==> config.mk <==
export PLATFORM = sky130hd
export DESIGN_NAME = prefetch_fetcher
export DESIGN_NICKNAME = d
export VERILOG_FILES = /design/src/rtl/prefetch_fetcher.sv
export SDC_FILE = /design/constraint.sdc
export NUM_CORES = 1
export LEC_CHECK = 0
export BUFFER_PORTS_ARGS = -buffer_cell sky130_fd_sc_hd__buf_2
export CORE_AREA = 5 5 122 124
export CTS_CLUSTER_DIAMETER = 100
export DETAILED_ROUTE_END_ITERATION = 16
export DIE_AREA = 0 0 127 129
export HOLD_SLACK_MARGIN = 0.03
export PLACE_DENSITY = 0.89
export SLEW_MARGIN = 30
export SYNTH_ARGS = -nofsm -noshare
export SYNTH_HDL_FRONTEND = slang
export SYNTH_SLANG_ARGS = --single-unit
==> constraint.sdc <==
create_clock -name clk -period 2.9 [get_ports clk]
set_input_delay 0.145 -clock clk [delete_from_list [all_inputs] [get_ports clk]]
set_output_delay 0.145 -clock clk [all_outputs]
set_load 0.05 [all_outputs]
==> src/rtl/prefetch_fetcher.sv <==
// Code-fetch responder: reads the quadword enclosing the prefetch address as a
// two-beat burst, aligns the useful bytes and posts one entry to the prefetch FIFO.
module prefetch_fetcher (
  input  logic        clk,
  input  logic        rst,
  input  logic        pr_reset,
  input  logic [31:0] prefetch_address,
  input  logic [4:0]  prefetch_length,
  input  logic        prefetch_su,
  output logic        prefetched_do,
  output logic [4:0]  prefetched_length,
  input  logic        prefetchfifo_full,
  output logic        prefetchfifo_accept_do,
  output logic [67:0] prefetchfifo_accept_data,
  output logic        mem_read_do,
  output logic [31:0] mem_read_address,
  output logic        mem_read_su,
  input  logic        mem_read_accept,
  input  logic        mem_read_valid,
  input  logic [31:0] mem_read_data
);

  typedef enum logic [2:0] {
    S_IDLE, S_REQ, S_BEAT0, S_BEAT1, S_WRITE, S_DRAIN
  } state_t;

  state_t      state, state_nxt;
  logic [1:0]  owed, owed_nxt;
  logic [2:0]  off;
  logic [3:0]  len;
  logic [31:0] lo, hi;
  logic        start, store_lo, store_hi;

  // Bytes deliverable before the quadword boundary, capped by the remaining limit.
  function automatic logic [3:0] clip_len(input logic [2:0] o, input logic [4:0] lim);
    logic [4:0] room;
    room = 5'd8 - {2'b00, o};
    clip_len = (lim < room) ? lim[3:0] : room[3:0];
  endfunction

  function automatic logic [63:0] align_bytes(input logic [63:0] qw, input logic [2:0] o);
    align_bytes = qw >> {o, 3'b000};
  endfunction

  always_ff @(posedge clk or posedge rst) begin
    if (rst) begin
      state <= S_IDLE;
      owed  <= 2'd0;
    end else begin
      state <= state_nxt;
      owed  <= owed_nxt;
    end
  end

  always_comb begin
    state_nxt              = state;
    owed_nxt               = owed;
    start                  = 1'b0;
    store_lo               = 1'b0;
    store_hi               = 1'b0;
    mem_read_do            = 1'b0;
    prefetched_do          = 1'b0;
    prefetchfifo_accept_do = 1'b0;
    case (state)
      S_IDLE: begin
        if (!pr_reset && (prefetch_length != 5'd0) && !prefetchfifo_full) begin
          start     = 1'b1;
          state_nxt = S_REQ;
        end
      end
      S_REQ: begin
        mem_read_do = 1'b1;
        if (pr_reset) begin
          if (mem_read_accept) begin
            state_nxt = S_DRAIN;
            owed_nxt  = 2'd2;
          end else begin
            state_nxt = S_IDLE;
          end
        end else if (mem_read_accept) begin
          state_nxt = S_BEAT0;
        end
      end
      S_BEAT0: begin
        if (pr_reset) begin
          state_nxt = S_DRAIN;
          owed_nxt  = mem_read_valid ? 2'd1 : 2'd2;
        end else if (mem_read_valid) begin
          store_lo  = 1'b1;
          state_nxt = S_BEAT1;
        end
      end
      S_BEAT1: begin
        if (pr_reset) begin
          state_nxt = mem_read_valid ? S_IDLE : S_DRAIN;
          owed_nxt  = 2'd1;
        end else if (mem_read_valid) begin
          store_hi  = 1'b1;
          state_nxt = S_WRITE;
        end
      end
      S_WRITE: begin
        state_nxt = S_IDLE;
        if (!pr_reset) begin
          prefetched_do          = 1'b1;
          prefetchfifo_accept_do = 1'b1;
        end
      end
      S_DRAIN: begin
        // Abandoned burst: swallow the beats memory still owes us.
        if (mem_read_valid) begin
          owed_nxt = owed - 2'd1;
          if (owed == 2'd1) state_nxt = S_IDLE;
        end
      end
      default: state_nxt = S_IDLE;
    endcase
  end

  always_ff @(posedge clk or posedge rst) begin
    if (rst) begin
      off              <= 3'd0;
      len              <= 4'd0;
      mem_read_address <= 32'd0;
      mem_read_su      <= 1'b0;
      lo               <= 32'd0;
      hi               <= 32'd0;
    end else begin
      if (start) begin
        off              <= prefetch_address[2:0];
        len              <= clip_len(prefetch_address[2:0], prefetch_length);
        mem_read_address <= {prefetch_address[31:3], 3'b000};
        mem_read_su      <= prefetch_su;
      end
      if (store_lo) lo <= mem_read_data;
      if (store_hi) hi <= mem_read_data;
    end
  end

  assign prefetched_length        = prefetched_do ? {1'b0, len} : 5'd0;
  assign prefetchfifo_accept_data = {len, align_bytes({hi, lo}, off)};

endmodule

; ---- Yosys cells after proc, flatten, opt, wreduce, memory -nomap -nowiden
; Cells that the tools add are included.
[word_totals]
register_bits = 106
in_bits = 76
output_inout_bits = 109
word_cells = 67
[op_classes]
n_addsub = 2
magnitude_cmp = 1
n_eq_ne = 16
shift = 1
muxes = 30
reduce_logical = 9
[op_table]
columns = cell, count
row1 = $shr A64 B6 Y64, 1
row2 = $mux W3, 11
row3 = $pmux W3 S5, 1
row4 = $ne A2 B2 Y1 const B, 7
row5 = $mux W2, 6
row6 = $reduce_and A6 Y1, 2
row7 = $mux W1, 9
row8 = $ne A3 B3 Y1 const B, 3
row9 = $mux W4, 2
row10 = $pmux W2 S4, 1
row11 = $eq A3 B2 Y1 const B, 2
row12 = $eq A3 B3 Y1 const B, 2
row13 = $lt A5 B5 Y1, 1
row14 = $reduce_bool A5 Y1, 1
row15 = $sub A4 B3 Y5 const A, 1
row16 = $reduce_bool A4 Y1, 1
row17 = $eq A3 B1 Y1 const B, 1
row18 = $logic_not A3 Y1, 1
row19 = $eq A2 B1 Y1 const B, 1
row20 = $logic_and A1 B1 Y1, 2
row21 = $logic_not A1 Y1, 2
row22 = $sub A2 B1 Y2 const B, 1

; ---- Depth between registers and ports, before layout
; Gate-level depths: netlist (run 1).
[logic_depth]
ltp_word = 5
depth_mapped = 9
ltp_nobuf = 9

; ---- Worst setup path before layout (run 1)
; Ideal clock, no wire load.
[synth_path]
path_type = reg2out
startpoint = reg state[0]
endpoint = out prefetched_length[0]
t_arrival_ps = 2469
required_ps = 2755
slack_ps = 286
path_stages_with_launch = 4
n_path_buf = 1
path_cell_list = dfrtp_1 -> clkbuf_1 -> nor3_1 -> and2_1
[synth_between]
elab_chain_cells = 3
[synth_lines]
columns = element, line_no
row1 = from (decl), 27  ; state_t state, state_nxt;
row2 = from (signal assigned), 50  ; state <= state_nxt;
row3 = $eq A3 B3 Y1, 64  ; case (state)
row4 = $mux W1, 64
row5 = named net prefetched_do, 10  ; output logic prefetched_do,
row6 = $mux W4, 140  ; assign prefetched_length = prefetched_do ? {1'b0, len} : 5'd0;
row7 = to (decl), 11  ; output logic [4:0] prefetched_length,
; The timed path passes the listed nets, and every way through them passes these cells.

; ---- Final worst setup path (run 1)
[layout_path]
startpoint = reg off[2]
endpoint = out prefetchfifo_accept_data[19]
[layout_between]
elab_chain_cells = 1
[layout_lines]
columns = element, line_no
row1 = from (decl), 29  ; logic [2:0] off;
row2 = from (signal assigned), 130  ; off <= prefetch_address[2:0];
row3 = $shr A64 B6 Y64, 42  ; align_bytes = qw >> {o, 3'b000};
row4 = to (decl), 14  ; output logic [67:0] prefetchfifo_accept_data,
; No other way between the ends.

==> results of run 1 <==
[Yosys cell counts]
| library cell | number | area [µm²] |
|---|---|---|
| buf_6 | 8 | 90.1 |
| nand3_1 | 2 | 10.0 |
| o22ai_1 | 16 | 100 |
| and2b_1 | 1 | 7.51 |
| a31oi_1 | 4 | 25.0 |
| nor3b_1 | 1 | 7.51 |
| and2_1 | 12 | 75.1 |
| nand3b_1 | 4 | 30.0 |
| buf_1 | 5 | 18.8 |
| a211oi_4 | 1 | 20.0 |
| nor3b_2 | 1 | 12.5 |
| mux2_1 | 2 | 22.5 |
| buf_4 | 5 | 37.5 |
| a32oi_1 | 1 | 8.76 |
| mux2i_1 | 71 | 711 |
| nor2_1 | 35 | 131 |
| ha_1 | 5 | 62.6 |
| xor2_1 | 1 | 8.76 |
| a21oi_1 | 17 | 85.1 |
| a211oi_1 | 7 | 52.6 |
| conb_1 | 1 | 3.75 |
| nor2_2 | 1 | 6.26 |
| or4_4 | 1 | 11.3 |
| or2_2 | 2 | 12.5 |
| o22a_1 | 8 | 70.1 |
| o41ai_1 | 1 | 8.76 |
| or3_1 | 4 | 25.0 |
| clkbuf_1 | 24 | 90.1 |
| nor2b_1 | 16 | 100 |
| inv_1 | 8 | 30.0 |
| nor3_1 | 4 | 20.0 |
| clkbuf_2 | 1 | 5.00 |
| or4_1 | 1 | 7.51 |
| nand2_1 | 47 | 176 |
| dfrtp_1 | 106 | 2650 |
| nand2b_1 | 3 | 18.8 |
| o21ai_0 | 42 | 210 |
| buf_2 | 9 | 45.0 |
| a22o_1 | 1 | 8.76 |
| nor4_1 | 1 | 6.26 |
| a22oi_1 | 2 | 15.0 |
| mux2_4 | 30 | 450 |
| mux2_2 | 82 | 923 |
[metal layers]
metal / share of wire [%] / vias up
li1: - / 2518
met3: 6.9 / 30
met2: 48 / 183
met1: 42 / 2566
met5: 0 / -
met4: 2.6 / 0
[registers in the layout, summed over array words and instances, names as in the netlist]
| signal | count |
|---|---|
| owed | 2 |
| hi | 32 |
| lo | 32 |
| len | 4 |
| state | 3 |
| mem_read_address | 29 |
| off | 3 |
| mem_read_su | 1 |
[worst paths after layout]
| check | from | to | slack, ns | cells past startpoint |
|---|---|---|---|---|
| min reg2reg | lo[13] | lo[13] | 0.50 | 1 |
| max in group asynchronous | rst | mem_read_address[7] | 1.81 | 5 |
| max reg2reg | state[0] | mem_read_su | 0.68 | 4 |
| min in group asynchronous | rst | state[2] | 0.36 | 3 |
| min | mem_read_data[0] | lo[0] | 0.04 | 2 |
| max | off[2] | prefetchfifo_accept_data[19] | 0.41 | 6 |
[cell families (layout without fill, tap and decap cells)]
group / Yosys count / after routing / synth area share (%)
AOI/OAI and AO/OA: 100 / 100 / 9.42
xor gates and xnor gates: 1 / 1 / 0.137
adders and majority gates: 5 / 5 / 0.975
buffers and inverters: 60 / 266 / 4.94
DFF: 106 / 106 / 41.4
muxes: 185 / 185 / 32.9
other: 1 / 4 / 0.0585
and+or+nand+nor: 136 / 136 / 10.3
[what timing repair did]
action / CTS / global route
endpoints found under the setup margin: 0 / 0
endpoints found under the hold margin: 88 / 0
hold buffers: 46 / 0
[layout make-up]
class,instances,area (µm²),area share (%)
Sequential cell,106,2660,32.5
Clock buffer,10,239,2.92
Inverter,8,33.8,0.413
Clock inverter,6,50.0,0.611
Tap cell,180,225,2.75
Multi-Input combinational cell,431,3460,42.3
Timing Repair Buffer,242,1520,18.6
[metrics by stage]
| stage | setup WS (ns) | cells |
|---|---|---|
| after global placement | 0.756 | 920 |
| after CTS | 0.417 | 982 |
| after detailed placement | 0.669 | 920 |
| after global routing | 0.257 | 983 |
| final | 0.410 | 983 |
| after floorplan | 0.286 | 597 |
[placed cells by master, fill, tap and decap left out, types with 4 or more instances in the layout]
cell,n
mux2_2,82
mux2i_1,71
dfrtp_1,103
a21oi_1,17
nor3_1,4
ha_1,5
o22ai_1,16
o22a_1,8
nand3b_1,4
and2_1,12
a31oi_1,4
buf_4,13
nor2_1,35
mux2_4,30
o21ai_0,42
inv_1,7
conb_1,4
buf_2,180
or3_1,4
a211oi_1,7
clkbuf_16,9
nor2b_1,16
nand2_1,47
dlygate4sd3_1,46
==> results.cfg, run 1 <==
[run_status]
run_status = finished, final reports clean

[synth]
postSynthRegisterBits = 106
syn-mean-instance-area_um2 = 10.8
ys_warn_count = 0
post_synth_instance_area_um2 = 6410
synth_cell_type_count = 43
synth.yosys.seq_area_share_pct = 41.4
synth_cells = 594

[worst_setup_path]
data_arrival_at_the_endpoint_of_the_critical_path_ns = 2.34
endpoint_kind = primary output
timing.critical_path.slowest_cell_delay_ns = 0.59
timing.critical_path.max_delay_family = buffers and inverters
slowest_stage = buf_4
worstSetupStartpointType = register
cp_cell_sequence = buf_4 -> mux2i_1 -> nand2_1 -> o21ai_0 -> o22ai_1 -> buf_2
critical_path_required_ns = 2.76
worstSetupPathType = register to primary output
cp_max_fo = 65
worstPathBufferInverterCount = 2

[placement]
gp_routability_congestion = 0.927
port_buffers = 180
detailed_place.area_um2 = 7420
dpl.hpwl_um = 11800

[floorplan]
boundaryPins = 185
initial_utilization_pct = 46.9
core_area_um2 = 13700
rows = 43
area_enclosed_by_the_die_boundary_um2 = 16400
chipWidth_um = 127
chipHeight_um = 129

[timing]
hold_viol = 0
setup_viol = 0
maxClockFrequency_ghz = 0.402
finalCriticalPeriod_ns = 2.49
hold-worst-slack_ns = 0.0440
worst_clock_skew_ns = 0.00779
timing.final.crit_share_pct = 85.9
final.setup.tns_ns = 0
maxSlewHeadroom_pct = 43.6
unrepaired_setup_endpoints_after_global_routing = false
slew_viol_final = 0
worst_slew_pin_slew_ns = 0.846

[grt]
grt_first_pass_wirelength_um = 27300
grt_antenna_before_repair = 0
grt_pass1_vias = 5441
maximum_number_of_pins_on_one_net_before_global_route_repair = 69
grt_remaining_overflow = 0
layer_with_the_highest_usage_after_global_routing = met2
grtUsageMet2_pct = 35.4
grt.total_usage_pct = 20.8
grtUsageMet3_pct = 4.73
grtUsageMet1_pct = 25.6

[finish]
final_core_utilization_pct = 59.9
final_nets = 879
final.fill_count = 1165
drive_above_1_share_pct = 41.6
antenna-diode-count = 0
area_delta_synth_final_pct = 27.7
post-route-cell-area_um2 = 8190

[clocking]
clk_transition_reported_paths_ns = 0.07
clk_root_buffer_cell = clkbuf_16
tritoncts = yes
worstSkewPairLatency_ns = 0.35
numCtsBuffers = 9
clock_tree.htree_level_count = 3
postCtsResizedCells = 0
cts_buffer_depth = 2
post-cts-setup-buffer-count = 0
tritoncts_num_sinks = 106

[route]
vias_per_cell = 5.39
vias = 5297
initialDrtViolationCount = 243
route.detailed.wl_per_inst_um = 17.1
post-route-drc-count = 0
dr.pass1.iters = 4
drt_wl_total_um = 16800
antenna_left = 0

[flow_run]
maxcap_viol_count = 0

[min_path]
worstHoldPathType = input pin to register
Power of run 1 is not shown: default switching activity piles up to over one toggle a cycle in this logic, so the estimate is an artifact.
==> inputs of run 2 (changes only) <==
==> constraint.sdc (replaced) <==
create_clock -name clk -period 2.9 [get_ports clk]
set_input_delay 0.435 -clock clk [delete_from_list [all_inputs] [get_ports clk]]
set_output_delay 0.435 -clock clk [all_outputs]
set_load 0.05 [all_outputs]
==> run 2 against run 1 <==
Effect of this change:
- via count decreased by 4.2%
- utilization decreased by 3.1 points
- routed wire length fell by 5.7%
- worst hold slack improved by 0.090 ns
- sequential cell count unchanged
- worst setup slack worse by 0.19 ns
==> results.cfg, run 2 (synthesis gave the netlist of run 1 again) <==
[timing]
unrepaired_setup_endpoints_after_global_routing = false
finalCriticalPeriod_ns = 2.68
timing.final.crit_share_pct = 92.4
hold-worst-slack_ns = 0.134
final.setup.tns_ns = 0
maxSlewHeadroom_pct = 62.1
slew_viol_final = 0
worst_clock_skew_ns = 0.00610
setup_viol = 0
worst_slew_pin_slew_ns = 0.567
hold_viol = 0
maxClockFrequency_ghz = 0.373

[worst_setup_path]
timing.rr.end = mem_read_su
timing.critical_path.slowest_cell_delay_ns = 0.61
worstSetupStartpointType = register
cp_cell_sequence = buf_4 -> mux2i_1 -> o21ai_0 -> nand2_1 -> o21ai_0 -> buf_2
cp_common_cell = o21ai_0
data_arrival_at_the_endpoint_of_the_critical_path_ns = 2.25
worstPathBufferInverterCount = 2
ff2ff_setup_slack_ns = 0.71
critical_path_required_ns = 2.47
cp_max_fo = 22
worstSetupPathType = register to primary output
slowest_stage = dfrtp_2
crit-reg2reg-launch = state[2]
ff2ff_path_depth = 4
endpoint_kind = primary output
timing.critical_path.max_delay_family = buffers and inverters

[min_path]
worstHoldPathType = input pin to asynchronous set/reset pin

[grt]
maximum_number_of_pins_on_one_net_before_global_route_repair = 83
grt.total_usage_pct = 19.7
grt_first_pass_wirelength_um = 25800
grt_remaining_overflow = 0
grt_pass1_vias = 5182
grt_antenna_before_repair = 4

[floorplan]
core_area_um2 = 13700
rows = 43
chipHeight_um = 129
boundaryPins = 185
area_enclosed_by_the_die_boundary_um2 = 16400
chipWidth_um = 127
initial_utilization_pct = 46.9

[route]
dr.pass1.iters = 4
drt_wl_total_um = 15900
initialDrtViolationCount = 204
route.detailed.wl_per_inst_um = 16.9
vias = 5077
vias_per_cell = 5.39
antenna_left = 0
post-route-drc-count = 0

[clocking]
post-cts-setup-buffer-count = 0
numCtsBuffers = 9
tritoncts_num_sinks = 106
clk_transition_reported_paths_ns = 0.07
postCtsResizedCells = 0
cts_buffer_depth = 2
tritoncts = yes
hold_buffers = 0
worstSkewPairLatency_ns = 0.35
clk_root_buffer_cell = clkbuf_16
clock_tree.htree_level_count = 3

[flow_run]
maxcap_viol_count = 0

[finish]
area_delta_synth_final_pct = 21.0
final.fill_count = 1205
top_regs = hi: 32 flops, lo: 32 flops, mem_read_address: 29 flops
final_core_utilization_pct = 56.8
final_cell_mix = 180 x buf_2, 103 x dfrtp_1, 82 x mux2_2
drive_above_1_share_pct = 44.3
leading_cell_type_in_the_layout_fill_and_taps_excluded = buf_2
final_nets = 836

[run_status]
run_status = finished, final reports clean

[placement]
gp_routability_congestion = 0.874
dpl.hpwl_um = 11700
port_buffers = 180
-- run 2: per-layer routing --
layer / GRT usage (%) / vias up / wire length, µm
met1: 24.7 / 2415 / 6700
li1: - / 2433 / -
met2: 32.1 / 190 / 7390
met4: 8.45 / 6 / 422
met3: 5.40 / 33 / 1330
met5: 0 / - / 41
-- run 2: per-stage QoR --
step | instance area [µm²] | setup WS [ns] | instances
floorplan | 6430 | 0.0932 | 597
global placement | 7450 | 0.485 | 924
detailed placement | 7450 | 0.338 | 924
CTS | 7760 | 0.216 | 940
global route | 7760 | 0.0750 | 941
finish | 7760 | 0.219 | 942
-- run 2: worst max-delay path by stage --
| stage | startpoint | cells past startpoint | endpoint |
|---|---|---|---|
| after global placement | prefetch_address[0] | 10 | len[1] |
| after detailed placement | prefetch_address[0] | 10 | len[0] |
| after floorplan | off[1] | 5 | prefetchfifo_accept_data[32] |
| after CTS | off[1] | 6 | prefetchfifo_accept_data[8] |
| final | off[1] | 6 | prefetchfifo_accept_data[8] |
| after global routing | off[1] | 6 | prefetchfifo_accept_data[8] |
-- run 2: layout make-up --
class / count / area [µm²] / area share [%]
antenna: 2 / 5.00 / 0.0645
clock buffer: 10 / 229 / 2.95
clock inverter: 6 / 73.8 / 0.951
inverter: 8 / 33.8 / 0.435
multi-input combinational: 431 / 3470 / 44.7
sequential: 106 / 2660 / 34.3
tap: 180 / 225 / 2.90
timing repair buffer: 199 / 1070 / 13.8
Power of run 2 is left out for the same reason.
